File: src/rtl/controle_pipeline.sv
// Hazard and sequencing controller for a 5-stage pipeline.
// It drives the load-enable and flush controls of the IF/ID, ID/EX, EX/MEM
// and MEM/WB registers and the PC enable. It tracks which stages hold valid
// instructions and resolves hazards with a fixed priority:
// memory freeze > taken branch > load-use bubble > normal run.
// It also keeps saturating event counters and a sticky memory-timeout flag.

module controle_pipeline #(
    parameter int LARGURA_CNT = 16,
    parameter int LIMITE_MEM  = 15
) (
    input  logic                   clk,
    input  logic                   rst_n,
    input  logic [4:0]             id_rs,
    input  logic [4:0]             id_rt,
    input  logic                   id_usa_rs,
    input  logic                   id_usa_rt,
    input  logic [4:0]             ex_rd,
    input  logic                   ex_le_mem,
    input  logic                   desvio_tomado,
    input  logic                   mem_ocupada,
    output logic                   en_pc,
    output logic                   en_if_id,
    output logic                   en_id_ex,
    output logic                   en_ex_mem,
    output logic                   en_mem_wb,
    output logic                   flush_if_id,
    output logic                   flush_id_ex,
    output logic                   flush_mem_wb,
    output logic                   sel_pc_desvio,
    output logic [3:0]             valido,
    output logic [LARGURA_CNT-1:0] cnt_bolhas,
    output logic [LARGURA_CNT-1:0] cnt_congela,
    output logic [LARGURA_CNT-1:0] cnt_desvios,
    output logic                   erro_mem
);

    // Width of the freeze run-length counter: just enough to hold LIMITE_MEM.
    localparam int LARG_RUN = (LIMITE_MEM < 2) ? 1 : $clog2(LIMITE_MEM + 1);
    localparam logic [LARG_RUN-1:0] RUN_LIMITE = LARG_RUN'(LIMITE_MEM);

    // Action selected for the current cycle. Exactly one applies.
    typedef enum logic [1:0] {
        ACAO_RUN,
        ACAO_BOLHA,
        ACAO_DESVIO,
        ACAO_CONGELA
    } acao_t;

    acao_t                 acao;
    logic                  congela;
    logic                  desvio;
    logic                  bolha;
    logic                  dep_rs;
    logic                  dep_rt;
    logic [3:0]            valido_next;
    logic [LARG_RUN-1:0]   run_len;
    logic [LARG_RUN-1:0]   run_len_inc;

    // Hazards only count when the stages involved hold real instructions,
    // so an empty pipe (e.g. right after reset) always runs.
    assign congela = mem_ocupada & valido[2];
    assign desvio  = desvio_tomado & valido[1];
    assign dep_rs  = id_usa_rs & (id_rs == ex_rd);
    assign dep_rt  = id_usa_rt & (id_rt == ex_rd);
    assign bolha   = ex_le_mem & valido[1] & valido[0] & (ex_rd != 5'd0)
                   & (dep_rs | dep_rt);

    // Fixed-priority selection of the cycle's action.
    always_comb begin
        // NOTE: every signal written in a combinational block gets a default
        // first; a path that leaves one unassigned would infer a latch.
        acao = ACAO_RUN;
        if (congela) begin
            acao = ACAO_CONGELA;
        end else if (desvio) begin
            acao = ACAO_DESVIO;
        end else if (bolha) begin
            acao = ACAO_BOLHA;
        end
    end

    // Decode the action into register enables, flushes and PC select.
    always_comb begin
        en_pc         = 1'b1;
        en_if_id      = 1'b1;
        en_id_ex      = 1'b1;
        en_ex_mem     = 1'b1;
        en_mem_wb     = 1'b1;
        flush_if_id   = 1'b0;
        flush_id_ex   = 1'b0;
        flush_mem_wb  = 1'b0;
        sel_pc_desvio = 1'b0;
        unique case (acao)
            ACAO_CONGELA: begin
                // Everything up to MEM holds; WB gets a bubble so the MEM
                // instruction's writeback is never repeated.
                en_pc        = 1'b0;
                en_if_id     = 1'b0;
                en_id_ex     = 1'b0;
                en_ex_mem    = 1'b0;
                flush_mem_wb = 1'b1;
            end
            ACAO_DESVIO: begin
                // Squash the two younger instructions and redirect fetch.
                flush_if_id   = 1'b1;
                flush_id_ex   = 1'b1;
                sel_pc_desvio = 1'b1;
            end
            ACAO_BOLHA: begin
                // IF and ID hold for one cycle while a NOP enters EX.
                en_pc       = 1'b0;
                en_if_id    = 1'b0;
                flush_id_ex = 1'b1;
            end
            default: begin
            end
        endcase
    end

    // Next valid bits: hold when disabled, clear when flushed, else shift in.
    always_comb begin
        valido_next = valido;
        if (en_if_id) begin
            valido_next[0] = ~flush_if_id;
        end
        if (en_id_ex) begin
            valido_next[1] = flush_id_ex ? 1'b0 : valido[0];
        end
        if (en_ex_mem) begin
            valido_next[2] = valido[1];
        end
        if (en_mem_wb) begin
            valido_next[3] = flush_mem_wb ? 1'b0 : valido[2];
        end
    end

    // Valid-bit register.
    always_ff @(posedge clk or negedge rst_n) begin
        // NOTE: sequential state is written with non-blocking assignments so
        // every register samples the pre-edge values of the others.
        if (!rst_n) begin
            valido <= 4'b0000;
        end else begin
            valido <= valido_next;
        end
    end

    // Saturating event counters, one per hazard action.
    always_ff @(posedge clk or negedge rst_n) begin
        if (!rst_n) begin
            cnt_bolhas  <= '0;
            cnt_congela <= '0;
            cnt_desvios <= '0;
        end else begin
            if ((acao == ACAO_BOLHA) && (cnt_bolhas != '1)) begin
                cnt_bolhas <= cnt_bolhas + LARGURA_CNT'(1);
            end
            if ((acao == ACAO_CONGELA) && (cnt_congela != '1)) begin
                cnt_congela <= cnt_congela + LARGURA_CNT'(1);
            end
            if ((acao == ACAO_DESVIO) && (cnt_desvios != '1)) begin
                cnt_desvios <= cnt_desvios + LARGURA_CNT'(1);
            end
        end
    end

    // The run-length stops at the limit so a very long freeze cannot wrap it.
    assign run_len_inc = (run_len == RUN_LIMITE) ? run_len
                                                 : run_len + LARG_RUN'(1);

    // Consecutive-freeze tracking and the sticky timeout flag.
    always_ff @(posedge clk or negedge rst_n) begin
        if (!rst_n) begin
            run_len  <= '0;
            erro_mem <= 1'b0;
        end else if (acao == ACAO_CONGELA) begin
            run_len <= run_len_inc;
            if (run_len_inc == RUN_LIMITE) begin
                erro_mem <= 1'b1;
            end
        end else begin
            run_len <= '0;
        end
    end

endmodule

File: config.mk
export PLATFORM = sky130hd
export DESIGN_NAME = controle_pipeline
export DESIGN_NICKNAME = d
export VERILOG_FILES = /design/src/rtl/controle_pipeline.sv
export SDC_FILE = /design/constraint.sdc
export NUM_CORES = 1
export LEC_CHECK = 0
export BUFFER_PORTS_ARGS = -buffer_cell sky130_fd_sc_hd__buf_4
export CAP_MARGIN = 30
export CORE_MARGIN = 2
export CORE_UTILIZATION = 47
export DETAILED_ROUTE_END_ITERATION = 12
export PLACE_DENSITY = 0.76
export SLEW_MARGIN = 20
export SYNTH_ARGS = -nofsm -noshare
export SYNTH_HDL_FRONTEND = slang
export SYNTH_SLANG_ARGS = --single-unit
File: constraint.sdc
create_clock -name clk -period 2 [get_ports clk]
set_input_delay 0.3 -clock clk [delete_from_list [all_inputs] [get_ports clk]]
set_output_delay 0.3 -clock clk [all_outputs]
set_load 0.03 [all_outputs]
==> After elaboration in Yosys (flattened, before gate mapping) <==
Cells that the tools add are included.
{ "totals": {"register_bits": 57, "latch_bits": 0, "ramBits": 0, "rom_bits": 0, "out_inout_bits": 62, "elab_cells": 51, "n_memories": 0} }
{ "classes": {"add_sub_neg": 4, "multipliers": 0, "n_div": 0, "magnitude_cmp": 0, "n_eq_ne": 10, "shifts": 0, "mux": 12, "n_bitwise": 10, "reduce_logical": 7} }
{ "ops": {"columns": ["op", "n"], "rows": [
  ["$add A16 B1 Y16 const B", 3],
  ["$ne A16 B16 Y1 const B", 3],
  ["$eq A5 B5 Y1", 2],
  ["$and A1 B1 Y1", 8],
  ["$eq A4 B4 Y1 const B", 2],
  ["$mux W1", 8],
  ["$mux W4", 2],
  ["$reduce_bool A5 Y1", 1],
  ["$add A4 B1 Y4 const B", 1],
  ["$eq A2 B2 Y1 const B", 2],
  ["$mux W2", 2],
  ["$reduce_or A2 Y1", 2],
  ["$logic_and A1 B1 Y1", 3],
  ["$eq A2 B1 Y1 const B", 1],
  ["$reduce_and A2 Y1", 1],
  ["$not A1 Y1", 1],
  ["$or A1 B1 Y1", 1]
]} }

==> Logic depth before layout (Yosys ltp) <==
Gate-level depths: netlist of run 1.
{ "logic_depth": {"depth_word": 11, "ltp_mapped": 10} }

==> Worst setup path before layout of run 1 <==
OpenSTA, ideal clock, no wires.
{ "synth_timing": {"kind": "register to register", "from": "register valido[2]", "to": "register cnt_desvios[14]", "arrival_time_ns": 3.153, "t_required_ns": 1.920, "setup_slack_ns": -1.233, "path_stages_with_launch": 10, "synth_period_minus_slack_ns": 3.233, "cell_sequence": "dfrtp_1 nand2_1 clkbuf_1 o21a_1 ha_1 buf_2 and4_1 o311ai_0 nor3_1 xor2_1"} }
{ "synth_via": {"elab_chain_len": 4} }
{ "synth_lines": {"columns": ["item", "line", "source"], "rows": [
  ["start, declared", "31", "output logic [3:0] valido,"],
  ["start signal, assigned", "145", "valido <= valido_next;"],
  ["$and A1 B1 Y1", "62", "assign congela = mem_ocupada & valido[2];"],
  ["$mux W2", "74", "if (congela) begin"],
  ["$eq A2 B2 Y1", "162", "if ((acao == ACAO_DESVIO) && (cnt_desvios != '1)) begin"],
  ["$logic_and A1 B1 Y1", "162", null],
  ["end signal, assigned", "163", "cnt_desvios <= cnt_desvios + LARGURA_CNT'(1);"],
  ["end, declared", "34", "output logic [LARGURA_CNT-1:0] cnt_desvios,"]
]} }
No other way between the ends.
A chain may end at the register's enable or synchronous reset.

==> Worst setup path after layout of run 1 <==
{ "layout_timing": {"from": "input port id_rs[3]", "to": "output port flush_if_id"} }
{ "layout_via": {"elab_chain_len": 9} }
{ "layout_lines": {"columns": ["item", "line", "source"], "rows": [
  ["start, declared", "14", "input logic [4:0] id_rs,"],
  ["$eq A5 B5 Y1", "64", "assign dep_rs = id_usa_rs & (id_rs == ex_rd);"],
  ["$and A1 B1 Y1", "64", null],
  ["$or A1 B1 Y1", "67", "& (dep_rs | dep_rt);"],
  ["$and A1 B1 Y1", "67", null],
  ["$mux W1", "78", "end else if (bolha) begin"],
  ["$mux W2", "76", "end else if (desvio) begin"],
  ["$mux W2", "74", null],
  ["$eq A2 B2 Y1", "94", "unique case (acao)"],
  ["$mux W1", "94", null],
  ["end, declared", "27", "output logic flush_if_id,"]
]} }
No other way between the ends.

==> parameters.txt, run 1 <==
Parameter                              Value

Layout
  Fraction of layout cells with a size suffix above 1 ... 38.1%
  Final nets ... about 440
  Layout Area Growth over Synthesis ... 40.9%
  Most frequent standard cell in the layout excluding fill and tap cells ... sky130_fd_sc_hd__buf_4
  Most frequent cells in the layout ... 101 x sky130_fd_sc_hd__buf_4, 54 x sky130_fd_sc_hd__dfrtp_1, 29 x sky130_fd_sc_hd__xor2_1
  Post-Layout Cell Count ... 489
  Number of diodes added for antenna fixing ... 0

Critical path
  Endpoint type of the worst setup path ... output port
  Kind of start point of the critical path ... primary input
  Class of the most critical setup path ... in -> out
  Critical path arrival ... 1.78 ns
  Worst path required time ... ~1.7 ns
  Critical-path maximum fanout ... 3

Synth
  Ys flop type ... sky130_fd_sc_hd__dfrtp_1
  Synthesis Warnings ... 0
  Main combinational cell family by area after synthesis ... simple AND/OR/NAND/NOR gates
  Area fraction in compound gates after synthesis ... approximately 7.7%
  Mean post-synth cell area ... 10.3 um2
  Async S/R FF share, synth ... 100%
  Count of flip-flops with a built-in enable after synthesis ... 0
  Synth Area in Simple Gates ... about 23%
  Fraction of the mapped netlist area in adder cells ... 2.90%
  Leading post-synthesis cells by cell area ... sky130_fd_sc_hd__dfrtp_1 47%, sky130_fd_sc_hd__xor2_1 8.4%, sky130_fd_sc_hd__xnor2_1 4.6%
  Net count after synthesis ... approximately 320
  Number of distinct library cells after synthesis ... 45
  Gate count of the mapped netlist ... 292
  Syn Std Cell Area ... 3020 um2
  Synth Area in XOR/XNOR ... 13.0%
  Total of flip-flops plus latches after synthesis ... 57
  Sequential share of the synthesized area ... roughly 47%
  Dominant cell type by area after synthesis ... sky130_fd_sc_hd__dfrtp_1
  Yosys top cell area share ... 47.2%
  Mux cell area share after synthesis ... under 10%

Floorplanning
  Total die area ... 7090 um2
  Die boundary height ... roughly 84 um
  Area of the core region ... 6280 um2
  IO Count ... 84
  DIE WIDTH ... 84.2 um
  Placement row count ... 29
  Effective utilization at floorplan ... about half

Routing
  DRC violation count after routing ... 0
  Average routed wire per standard cell ... 14.4 um
  Total iterations of the first detailed-routing run ... 4
  Violation count after the first detailed-routing iteration ... 94
  Drt via density ... 5.45
  Total length of routed wires ... between 7000 and 8000 um
  Final ANT Viol Nets ... 0
  Vias after detailed routing ... about 2.7k

Power and ir drop
  Power density over the cells ... roughly 1100 nW/um2
  Overall power consumption ... 4.68 mW
  Peak ir drop on the vdd network ... 0.000730 V
  Static leakage power ... 2.11 nW

Timing
  Part of the cycle the worst path needs ... 104%
  Unrepaired setup endpoints after global routing ... true
  Final Max Tran Viols ... 0
  PnR worst setup slack ... -0.0816 ns
  Finish-stage setup viols ... 5
  Tightest Pin Transition ... 0.719 ns
  Max-slew headroom ... between 50% and 60%
  Setup total negative slack ... -0.185 ns
  Worst hold-check slack ... 0.00857 ns
  Clock period minus worst slack ... between 2 and 2.5 ns
  Worst clock skew ... 0.0117 ns
  Achievable clock frequency ... 480 MHz
  Number of hold violations in the final report ... 0

Clocking
  Hold bufs inserted after CTS ... 0
  Maximum buffer depth of the clock tree ... 2
  Sinks on the clock net ... between 50 and 60
  Number of levels in the clock H-tree ... 3
  Clock tree from TritonCTS ... built
  Clock slew at the register clock pins of the worst setup and hold paths ... around 0.070 ns
  TritonCTS buffer count ... 9
  CTS Root Buffer Type ... sky130_fd_sc_hd__clkbuf_8
  Insertion delay of the later-clocked pin in the worst-skew pair ... approximately 0.34 ns

Worst hold path
  Class of the tightest hold or removal check ... in -> async

GRT
  Vias in the first global route ... between 2k and 2.5k
  Largest net degree at the start of global routing ... a little under 60
  Wire length of the first global-routing pass ... 11,400 um
  Total congestion overflow ... 0
  Antenna violations before repair ... 0
  Total routing usage reported by global routing ... 20.0%

Placement
  Dpl cells ... 470
  Number of buffers inserted by port buffering ... around 80
  Placed wire-length estimate ... 5050 um
  Placement-stage worst setup slack ... -0.410 ns
  Final weighted congestion in routability-driven placement ... ~0.8

Status
  Violations in the final reports ... setup timing
  Result of the run ... finished with violations

Job
  Number of violations of the max-capacitance limit ... 0
path summary, 6_finish.rpt:
check	from	to	slack (ns)	cells past startpoint
worst max-delay path	id_rs[3]	flush_if_id	-0.08	9
worst min-delay path	rst_n	cnt_congela[3]	0.009	1
worst max register to register	valido[0]	cnt_desvios[12]	-0.01	10
worst min register to register	erro_mem	erro_mem	0.48	1
max in group asynchronous	rst_n	valido[2]	1.47	1
min in group clk	mem_ocupada	valido[3]	0.14	2
logic make-up (layout without fill, tap and decap cells):
group           count (synthesis)  after routing
compound gates                 32             32
buf+inv                        15            135
simple gates                  124            124
xor+xnor                       45             45
fa+ha+maj                       7              7
other cells                     1              1
flops                          57             57
mux                            11             11
stage by stage:
stage          cell area (um2)  util (%)
2_1_floorplan             3100         -
3_3_place_gp              3960      63.1
3_5_place_dp              3960      63.1
4_1_cts                   4210      67.0
5_1_grt                   4260      67.8
6_report                  4260      67.8
metal layers:
metal / routed length, um / up-vias / GRT usage, %
met1: 3080 / 1295 / 25.7
met2: 3450 / 79 / 32.0
li1: - / 1283 / -
met4: 76 / 0 / 7.33
met5: 0 / - / 0
met3: 438 / 6 / 6.29
Yosys cell counts, types with 2 or more instances:
master,instances
sky130_fd_sc_hd__o21ai_0,3
sky130_fd_sc_hd__xnor2_1,16
sky130_fd_sc_hd__a21oi_1,11
sky130_fd_sc_hd__a41oi_1,2
sky130_fd_sc_hd__nor3_1,12
sky130_fd_sc_hd__a31oi_1,5
sky130_fd_sc_hd__ha_1,7
sky130_fd_sc_hd__nand4_1,10
sky130_fd_sc_hd__inv_1,8
sky130_fd_sc_hd__mux2_2,6
sky130_fd_sc_hd__and3_1,8
sky130_fd_sc_hd__nand3_1,23
sky130_fd_sc_hd__o211ai_1,2
sky130_fd_sc_hd__dfrtp_1,57
sky130_fd_sc_hd__and4_1,7
sky130_fd_sc_hd__nand2b_1,4
sky130_fd_sc_hd__clkbuf_1,2
sky130_fd_sc_hd__nand2_1,26
sky130_fd_sc_hd__nor4_1,8
sky130_fd_sc_hd__mux2i_1,4
sky130_fd_sc_hd__xor2_1,29
sky130_fd_sc_hd__nor2_1,15
sky130_fd_sc_hd__a211oi_1,2
sky130_fd_sc_hd__buf_4,4
final cells by class:
class | instances | area, um2
timing repair buffer | 111 | 880
clock inverter | 6 | 57.6
fill | 498 | 2020
sequential | 57 | 1430
inverter | 8 | 30.0
clock buffer | 10 | 138
tap | 77 | 96.3
multi-input combinational | 220 | 1630
registers in the layout, summed over array words and instances, names as in the netlist:
register	cells
cnt_bolhas	16
cnt_congela	16
cnt_desvios	16
erro_mem	1
run_len	4
valido	4
what timing repair did:
action,in CTS,in global routing
resized for setup,10,7
endpoints found under the setup margin,8,22
pin swaps,8,6
setup buffers,2,1
power by group:
group	total [mW]	leakage, nW	internal (mW)	switching, mW
sequential	1.65	0.746	1.37	0.283
clock	1.08	0.102	0.600	0.481
combinational	1.95	1.26	0.852	1.09
total	4.68	2.11	2.82	1.86
critical path, cell delays in order:
cell,delay [ns]
sky130_fd_sc_hd__buf_6,0.09
sky130_fd_sc_hd__xor2_1,0.16
sky130_fd_sc_hd__nor4_2,0.28
sky130_fd_sc_hd__a32oi_1,0.18
sky130_fd_sc_hd__buf_4,0.17
sky130_fd_sc_hd__o21a_4,0.20
sky130_fd_sc_hd__ha_4,0.16
sky130_fd_sc_hd__buf_6,0.11
sky130_fd_sc_hd__buf_6,0.13
(Power assumes the default switching activity.)
==> inputs of run 2 (changes only) <==
Settings changed: ABC_AREA from default to 1, CORE_UTILIZATION 47 to 49, PLACE_DENSITY 0.76 to 0.77.
==> parameters.txt, run 2 <==
Parameter                              Value

Power and ir drop
  Peak ir drop on the vdd network ... 0.000815 V (+12%)
  Static leakage power ... 2.30 nW (+9.2%)
  Power density over the cells ... 1230 nW/um2 (+12%)

GRT
  Wire length of the first global-routing pass ... 13,600 um (+19%)
  Largest net degree at the start of global routing ... 58 (unchanged)
  Antenna violations before repair ... 0 (unchanged)
  Total congestion overflow ... 0 (unchanged)
  Vias in the first global route ... 3,111 (+26%)
  Total routing usage reported by global routing ... 21.5% (+1.5 points)

Floorplanning
  IO Count ... 84 (unchanged)
  Total die area ... 7940 um2 (+12%)
  Effective utilization at floorplan ... 49.7% (+1.6 points)
  DIE WIDTH ... 89.1 um (+5.8%)
  Area of the core region ... 7140 um2 (+14%)
  Die boundary height ... 89.1 um (+5.8%)
  Placement row count ... 31 (+6.9%)

Layout
  Layout Area Growth over Synthesis ... 29.3%
  Number of diodes added for antenna fixing ... 0 (unchanged)
  Most frequent cells in the layout ... 153 x sky130_fd_sc_hd__nand2_1, 88 x sky130_fd_sc_hd__buf_4, 59 x sky130_fd_sc_hd__inv_1
  Seq. cell area ... 1430 um2 (about the same)
  Filler cell count ... 666 (+34%)
  Final nets ... 596 (+37%)
  Post-Layout Cell Count ... 671 (+37%)
  Largest registers ranked by flip-flop count ... cnt_bolhas: 16 flops, cnt_congela: 16 flops, cnt_desvios: 16 flops
  Fraction of layout cells with a size suffix above 1 ... 26.2% (-12 points)
  Most frequent standard cell in the layout excluding fill and tap cells ... sky130_fd_sc_hd__nand2_1
  Multi-input combinational cell area ... 1860 um2 (+14%)

Routing
  Final ANT Viol Nets ... 0 (unchanged)
  Vias after detailed routing ... 3,314 (+24%)
  DRC violation count after routing ... 0 (unchanged)
  Total iterations of the first detailed-routing run ... 4 (unchanged)
  Total length of routed wires ... 7920 um (+13%)
  Drt via density ... 4.94 (-9.3%)
  Average routed wire per standard cell ... 11.8 um (-18%)
  Violation count after the first detailed-routing iteration ... 124 (+32%)

Placement
  Dpl cells ... 651 (+39%)
  Placed wire-length estimate ... 5900 um (+17%)
  Final weighted congestion in routability-driven placement ... 0.893 (+10%)
  Number of buffers inserted by port buffering ... 82 (unchanged)

Synth
  Mean post-synth cell area ... 7.50 um2 (-28%)
  Top cells by count, synth ... 156 x sky130_fd_sc_hd__nand2_1, 61 x sky130_fd_sc_hd__inv_1, 57 x sky130_fd_sc_hd__dfrtp_1, 42 x sky130_fd_sc_hd__nor2_1, 26 x sky130_fd_sc_hd__nand3_1
  Ys flop type ... sky130_fd_sc_hd__dfrtp_1
  Count of flip-flops with a built-in enable after synthesis ... 0 (unchanged)
  Syn Std Cell Area ... 3550 um2 (+17%)
  Async S/R FF share, synth ... 100% (unchanged)
  Number of distinct library cells after synthesis ... 30 (-33%)
  Dominant cell type by area after synthesis ... sky130_fd_sc_hd__dfrtp_1
  Library cell with the highest instance count after synthesis ... sky130_fd_sc_hd__nand2_1
  Gate count of the mapped netlist ... 473 (+62%)
  Total of flip-flops plus latches after synthesis ... 57 (unchanged)
  Sequential share of the synthesized area ... 40.2% (-7.0 points)
  Leading post-synthesis cells by cell area ... sky130_fd_sc_hd__dfrtp_1 40%, sky130_fd_sc_hd__nand2_1 17%, sky130_fd_sc_hd__inv_1 6.5%
  Synthesis Warnings ... 0 (unchanged)
  Net count after synthesis ... 502 (+56%)
  Yosys top cell area share ... 40.2% (-7.0 points)

Critical path
  Beginning of the critical path ... valido[0]
  Launch point of the worst reg-to-reg path ... valido[0]
  Endpoint of the lowest-slack register-to-register path ... cnt_desvios[2]
  Critical-path maximum fanout ... 3 (unchanged)
  Class of the most critical setup path ... reg -> out
  Worst path required time ... 1.70 ns (about the same)
  Critical path arrival ... 1.67 ns (-0.11 ns)
  Worst reg2reg path depth ... 13 (+3)
  Endpoint type of the worst setup path ... output port
  Critical path capture point ... sel_pc_desvio
  Reg2reg setup slack ... 0.14 ns (+0.15 ns)
  Kind of start point of the critical path ... flop

Timing
  Max-slew headroom ... 51.8% (-0.27 points)
  Number of hold violations in the final report ... 0 (unchanged)
  Part of the cycle the worst path needs ... 98.4% (-5.6 points)
  Tightest Pin Transition ... 0.724 ns (+0.00407 ns)
  Finish-stage setup viols ... 0 (-5)
  Clock period minus worst slack ... 1.97 ns (-0.113 ns)
  Unrepaired setup endpoints after global routing ... true
  Worst clock skew ... 0.00852 ns (-0.00318 ns)
  Achievable clock frequency ... 508 MHz (+5.7%)
  Final Max Tran Viols ... 0 (unchanged)
  Setup total negative slack ... 0 ns (+0.185 ns)

Clocking
  Clock tree from TritonCTS ... built
  Maximum buffer depth of the clock tree ... 2 (unchanged)
  Clock slew at the register clock pins of the worst setup and hold paths ... 0.07 ns (about the same)
  Sinks on the clock net ... 57 (unchanged)
  CTS Root Buffer Type ... sky130_fd_sc_hd__clkbuf_8
  TritonCTS buffer count ... 9 (unchanged)
  Insertion delay of the later-clocked pin in the worst-skew pair ... 0.33 ns (about the same)
  Hold bufs inserted after CTS ... 0 (unchanged)
  Number of levels in the clock H-tree ... 3 (unchanged)

Status
  Result of the run ... completed

Worst hold path
  Class of the tightest hold or removal check ... in -> async

Job
  Number of violations of the max-capacitance limit ... 0 (unchanged)
[run 2: cell types whose count changed in the layout (fill, tap and decap cells not counted), moves of 9 or more]
cell	before	now
sky130_fd_sc_hd__nand2_1	24	153
sky130_fd_sc_hd__inv_1	8	59
sky130_fd_sc_hd__nor2_1	15	42
sky130_fd_sc_hd__o21ai_2	0	17
sky130_fd_sc_hd__o21ai_0	2	16
sky130_fd_sc_hd__buf_4	101	88
sky130_fd_sc_hd__a21oi_1	10	1
[run 2: kinds of logic (layout without fill, tap and decap cells)]
kind of cell / count (synthesis) / after routing / share of synthesized area (%)
AO/OA/AOI/OAI: 38 / 38 / 7.33
XOR/XNOR: 33 / 33 / 8.15
adder cells (fa/ha/maj): 7 / 7 / 2.47
buffers and inverters: 72 / 171 / 9.10
flip-flops: 57 / 57 / 40.2
other: 1 / 1 / 0.106
AND/OR/NAND/NOR: 265 / 265 / 32.7
[run 2: repair_timing]
action                     in CTS  in global routing
setup endpoints to repair       3                  7
gates resized for setup         6                  6
cloned                          0                  0
buffers inserted                2                  2
pin swaps                       1                  4
[run 2: stage by stage]
stage	area (um2)	util [%]	worst slack (ns)	hold slack, ns	total power [mW]
2_1_floorplan	3570	-	0.00161	0.00441	3.54
3_3_place_gp	4300	60.2	0.138	0.404	4.32
3_5_place_dp	4300	60.2	0.0736	0.407	4.41
4_1_cts	4550	63.7	0.00917	0.0504	5.61
5_1_grt	4590	64.3	-0.0596	0.0742	6.01
6_report	4590	64.3	0.0312	0.0110	5.62
[run 2: how the worst min path moves through the flow]
stage / endpoint / slack, ns / cells after the start
after floorplan: cnt_bolhas[0] / 0.004 / 0
after global placement: cnt_congela[3] / 0.40 / 1
after detailed placement: cnt_congela[4] / 0.41 / 1
after CTS: cnt_congela[4] / 0.05 / 1
after global routing: cnt_congela[4] / 0.07 / 1
final: cnt_congela[4] / 0.01 / 1
[run 2: metal layers]
layer	global-route usage [%]	up-vias	wire, um
li1	-	1661	-
met1	27.8	1552	3530
met2	35.5	88	3910
met3	4.43	13	368
met4	8.41	0	106
met5	0	-	0
[run 2: where the power goes]
part,switching [mW],internal (mW)
Sequential,0.344,1.44
Combinational,1.66,1.05
Clock,0.452,0.677
[run 2: layout make-up]
type | instances | area share (%)
multi-input cells | 344 | 40.5
clock inverters | 2 | 0.764
well taps | 99 | 2.70
inverters | 62 | 5.15
clock buffers | 14 | 3.76
repair buffers | 93 | 16.0
flip-flops and latches | 57 | 31.1
[run 2: worst max-delay path, cell delays in order (launching register included)]
cell	delay, ns
sky130_fd_sc_hd__dfrtp_2	0.37
sky130_fd_sc_hd__and3_4	0.18
sky130_fd_sc_hd__nand3_2	0.07
sky130_fd_sc_hd__inv_2	0.07
sky130_fd_sc_hd__nand2_4	0.06
sky130_fd_sc_hd__nand2_4	0.09
sky130_fd_sc_hd__clkinvlp_4	0.11
sky130_fd_sc_hd__ha_4	0.17
sky130_fd_sc_hd__buf_6	0.11
sky130_fd_sc_hd__buf_6	0.13
==> inputs of run 3 (changes only) <==
Settings changed: BUFFER_PORTS_ARGS -buffer_cell sky130_fd_sc_hd__buf_4 to default, CORE_UTILIZATION 49 to 58, DONT_BUFFER_PORTS from default to 1, PLACE_DENSITY 0.77 to 0.76.
==> parameters.txt, run 3 (same netlist as run 2, synthesis figures left out) <==
Parameter                              Value

Status
  Result of the run ... completed

Routing
  Total length of routed wires ... 7800 um (-1.6%)
  DRC violation count after routing ... 0 (unchanged)
  Length of routed met3 wiring ... 596 um (+62%)
  Met1 layer wirelength in the final routing ... 3340 um (-5.4%)
  Highest signal layer in the routed design ... met4
  Drt via density ... 5.08 (+2.8%)
  Violation count after the first detailed-routing iteration ... 152 (+23%)
  WL met2 ... 3800 um (-2.9%)
  Average routed wire per standard cell ... 12.8 um (+8.6%)
  Total iterations of the first detailed-routing run ... 4 (unchanged)
  Vias after detailed routing ... 3,088 (-6.8%)
  Final ANT Viol Nets ... 0 (unchanged)

Critical path
  Largest incremental delay on the critical path ... 0.35 ns (-0.02 ns)
  Endpoint type of the worst setup path ... output port
  Worst path required time ... 1.70 ns (about the same)
  Class of the most critical setup path ... reg -> out
  Kind of start point of the critical path ... flop
  Critical path arrival ... 1.59 ns (-0.08 ns)
  Critical path's slowest cell ... sky130_fd_sc_hd__dfrtp_2
  Worst reg2reg path depth ... 11 (-2)
  Launch point of the worst reg-to-reg path ... valido[0]
  CP bufs+invs ... 3 (-1)
  Endpoint of the lowest-slack register-to-register path ... cnt_desvios[9]
  Cell class contributing the biggest share of worst-path delay ... simple AND/OR/NAND/NOR gates
  Critical-path maximum fanout ... 4 (+1)
  Cells along the critical path ... and3_1 > nand3_1 > inv_1 > nand2_2 > nand2_4 > clkinvlp_4 > ha_4 > buf_4
  Reg2reg setup slack ... 0.22 ns (+0.08 ns)

Layout
  Number of diodes added for antenna fixing ... 0 (unchanged)
  Largest registers ranked by flip-flop count ... cnt_bolhas: 16 flops, cnt_congela: 16 flops, cnt_desvios: 16 flops
  Final nets ... 557 (-6.5%)
  Filler cell count ... 501 (-25%)
  Post-route cell area ... 4220 um2 (-8.0%)
  Most frequent standard cell in the layout excluding fill and tap cells ... sky130_fd_sc_hd__nand2_1
  Layout Area Growth over Synthesis ... 19.0%
  Post-Route Utilization ... 71.3% (+7.0 points)
  Most frequent cells in the layout ... 154 x sky130_fd_sc_hd__nand2_1, 59 x sky130_fd_sc_hd__inv_1, 55 x sky130_fd_sc_hd__dfrtp_1
  Post-Layout Cell Count ... 608 (-9.4%)
  Fraction of layout cells with a size suffix above 1 ... 20.3% (-6.0 points)

Power and ir drop
  Overall power consumption ... 5.23 mW (-7.0%)
  Clock network fraction of total power ... 18.3% (-1.8 points)
  Power density over the cells ... 1240 nW/um2 (+1.0%)
  Gate power share ... 49.2% (+1.0 points)
  Design internal power ... 2.82 mW (-11%)
  Net switching power figure ... 2.41 mW (-1.7%)
  Static leakage power ... 2.08 nW (-9.5%)
  Proportion of total power due to net switching ... 46.1% (+2.5 points)
  Peak ir drop on the vdd network ... 0.000764 V (-6.2%)
  Fraction of power consumed by sequential logic ... 32.5% (+0.8 points)

Clocking
  Number of levels in the clock H-tree ... 3 (unchanged)
  Clock tree from TritonCTS ... built
  CTS Root Buffer Type ... sky130_fd_sc_hd__clkbuf_8
  Clock slew at the register clock pins of the worst setup and hold paths ... 0.06 ns (about the same)
  Sinks on the clock net ... 57 (unchanged)
  Insertion delay of the later-clocked pin in the worst-skew pair ... 0.32 ns (about the same)
  TritonCTS buffer count ... 9 (unchanged)
  Maximum buffer depth of the clock tree ... 2 (unchanged)

GRT
  Vias in the first global route ... 3,096 (-0.48%)
  Total routing usage reported by global routing ... 24.8% (+3.3 points)
  Largest net degree at the start of global routing ... 58 (unchanged)
  Antenna violations before repair ... 0 (unchanged)
  Wire length of the first global-routing pass ... 13,000 um (-4.2%)
  Total congestion overflow ... 0 (unchanged)

Floorplanning
  IO Count ... 84 (unchanged)
  Total die area ... 6760 um2 (-15%)
  Placement row count ... 28 (-9.7%)
  Area of the core region ... 5920 um2 (-17%)
  Effective utilization at floorplan ... 59.9% (+10 points)
  Die boundary height ... 82.2 um (-7.7%)
  DIE WIDTH ... 82.2 um (-7.7%)

Timing
  Achievable clock frequency ... 529 MHz (+4.1%)
  Setup total negative slack ... 0 ns (unchanged)
  Worst hold-check slack ... 0.0336 ns (+0.0226 ns)
  Number of hold violations in the final report ... 0 (unchanged)
  Worst clock skew ... 0.00724 ns (-0.00128 ns)
  PnR worst setup slack ... 0.108 ns (+0.0769 ns)
  Final Max Tran Viols ... 0 (unchanged)
  Part of the cycle the worst path needs ... 94.6% (-3.8 points)
  Finish-stage setup viols ... 0 (unchanged)
  Clock period minus worst slack ... 1.89 ns (-0.0769 ns)

Placement
  Final weighted congestion in routability-driven placement ... 0.852 (-4.6%)
  Placed instance area ... 3970 um2 (-7.6%)
  Placed wire-length estimate ... 5750 um (-2.4%)
  Dpl cells ... 589 (-9.5%)
  Placement-stage worst setup slack ... 0.0457 ns (-0.0279 ns)
  Number of buffers inserted by port buffering ... 0 (-100%)

Worst hold path
  Class of the tightest hold or removal check ... in -> reg
  Count of cells along the worst hold path ... 1
  Min-Delay Startpoint ... mem_ocupada
  Worst hold path endpoint ... valido[3]

Job
  Number of violations of the max-capacitance limit ... 0 (unchanged)
## run 3: cell types whose count changed in the layout (fill, tap and decap cells not counted), moves of 2 or more
cell,previous run,this run
sky130_fd_sc_hd__buf_4,88,50
sky130_fd_sc_hd__buf_6,3,1
sky130_fd_sc_hd__clkinv_2,1,3
sky130_fd_sc_hd__o21ai_0,16,14
## run 3: repair_timing
item / in CTS / in global routing
pin swaps: 0 / 1
buffers inserted: 0 / 1
gates resized for setup: 2 / 8
hold buffers: 2 / 0
endpoints found under the hold margin: 57 / 0
endpoints found under the setup margin: 1 / 16
## run 3: power by group through the flow
| stage | sequential, mW | combinational [mW] | clock (mW) |
|---|---|---|---|
| after detailed placement | 1.71 | 2.46 | 0 |
| after floorplan | 2.25 | 1.29 | 0 |
| after global routing | 1.74 | 2.81 | 1.04 |
| final | 1.70 | 2.57 | 0.959 |
| after global placement | 1.70 | 2.40 | 0 |
| after CTS | 1.69 | 2.51 | 0.973 |
## run 3: worst max path at each step
stage / start / end / slack [ns] / cells past startpoint
global placement: ex_rd[4] / cnt_desvios[14] / 0.15 / 14
finish: valido[0] / sel_pc_desvio / 0.11 / 8
detailed placement: ex_rd[3] / cnt_desvios[9] / 0.05 / 14
global route: valido[0] / sel_pc_desvio / -0.0008 / 8
CTS: valido[0] / flush_id_ex / 0.02 / 7
floorplan: valido[2] / cnt_bolhas[1] / 0.002 / 9
## run 3: final cells by class
cell class | count | area (um2) | area share, %
Multi-Input combinational cell | 344 | 1840 | 43.6
Sequential cell | 57 | 1430 | 33.8
Timing Repair Buffer | 54 | 444 | 10.5
Inverter | 62 | 239 | 5.66
Clock buffer | 13 | 159 | 3.76
Tap cell | 75 | 93.8 | 2.22
Clock inverter | 3 | 15.0 | 0.356
## run 3: routing by layer
metal | track usage, % | vias to the layer above
li1 | - | 1584
met2 | 42.3 | 91
met4 | 9.50 | 0
met3 | 7.72 | 6
met1 | 29.1 | 1407
met5 | 0 | -
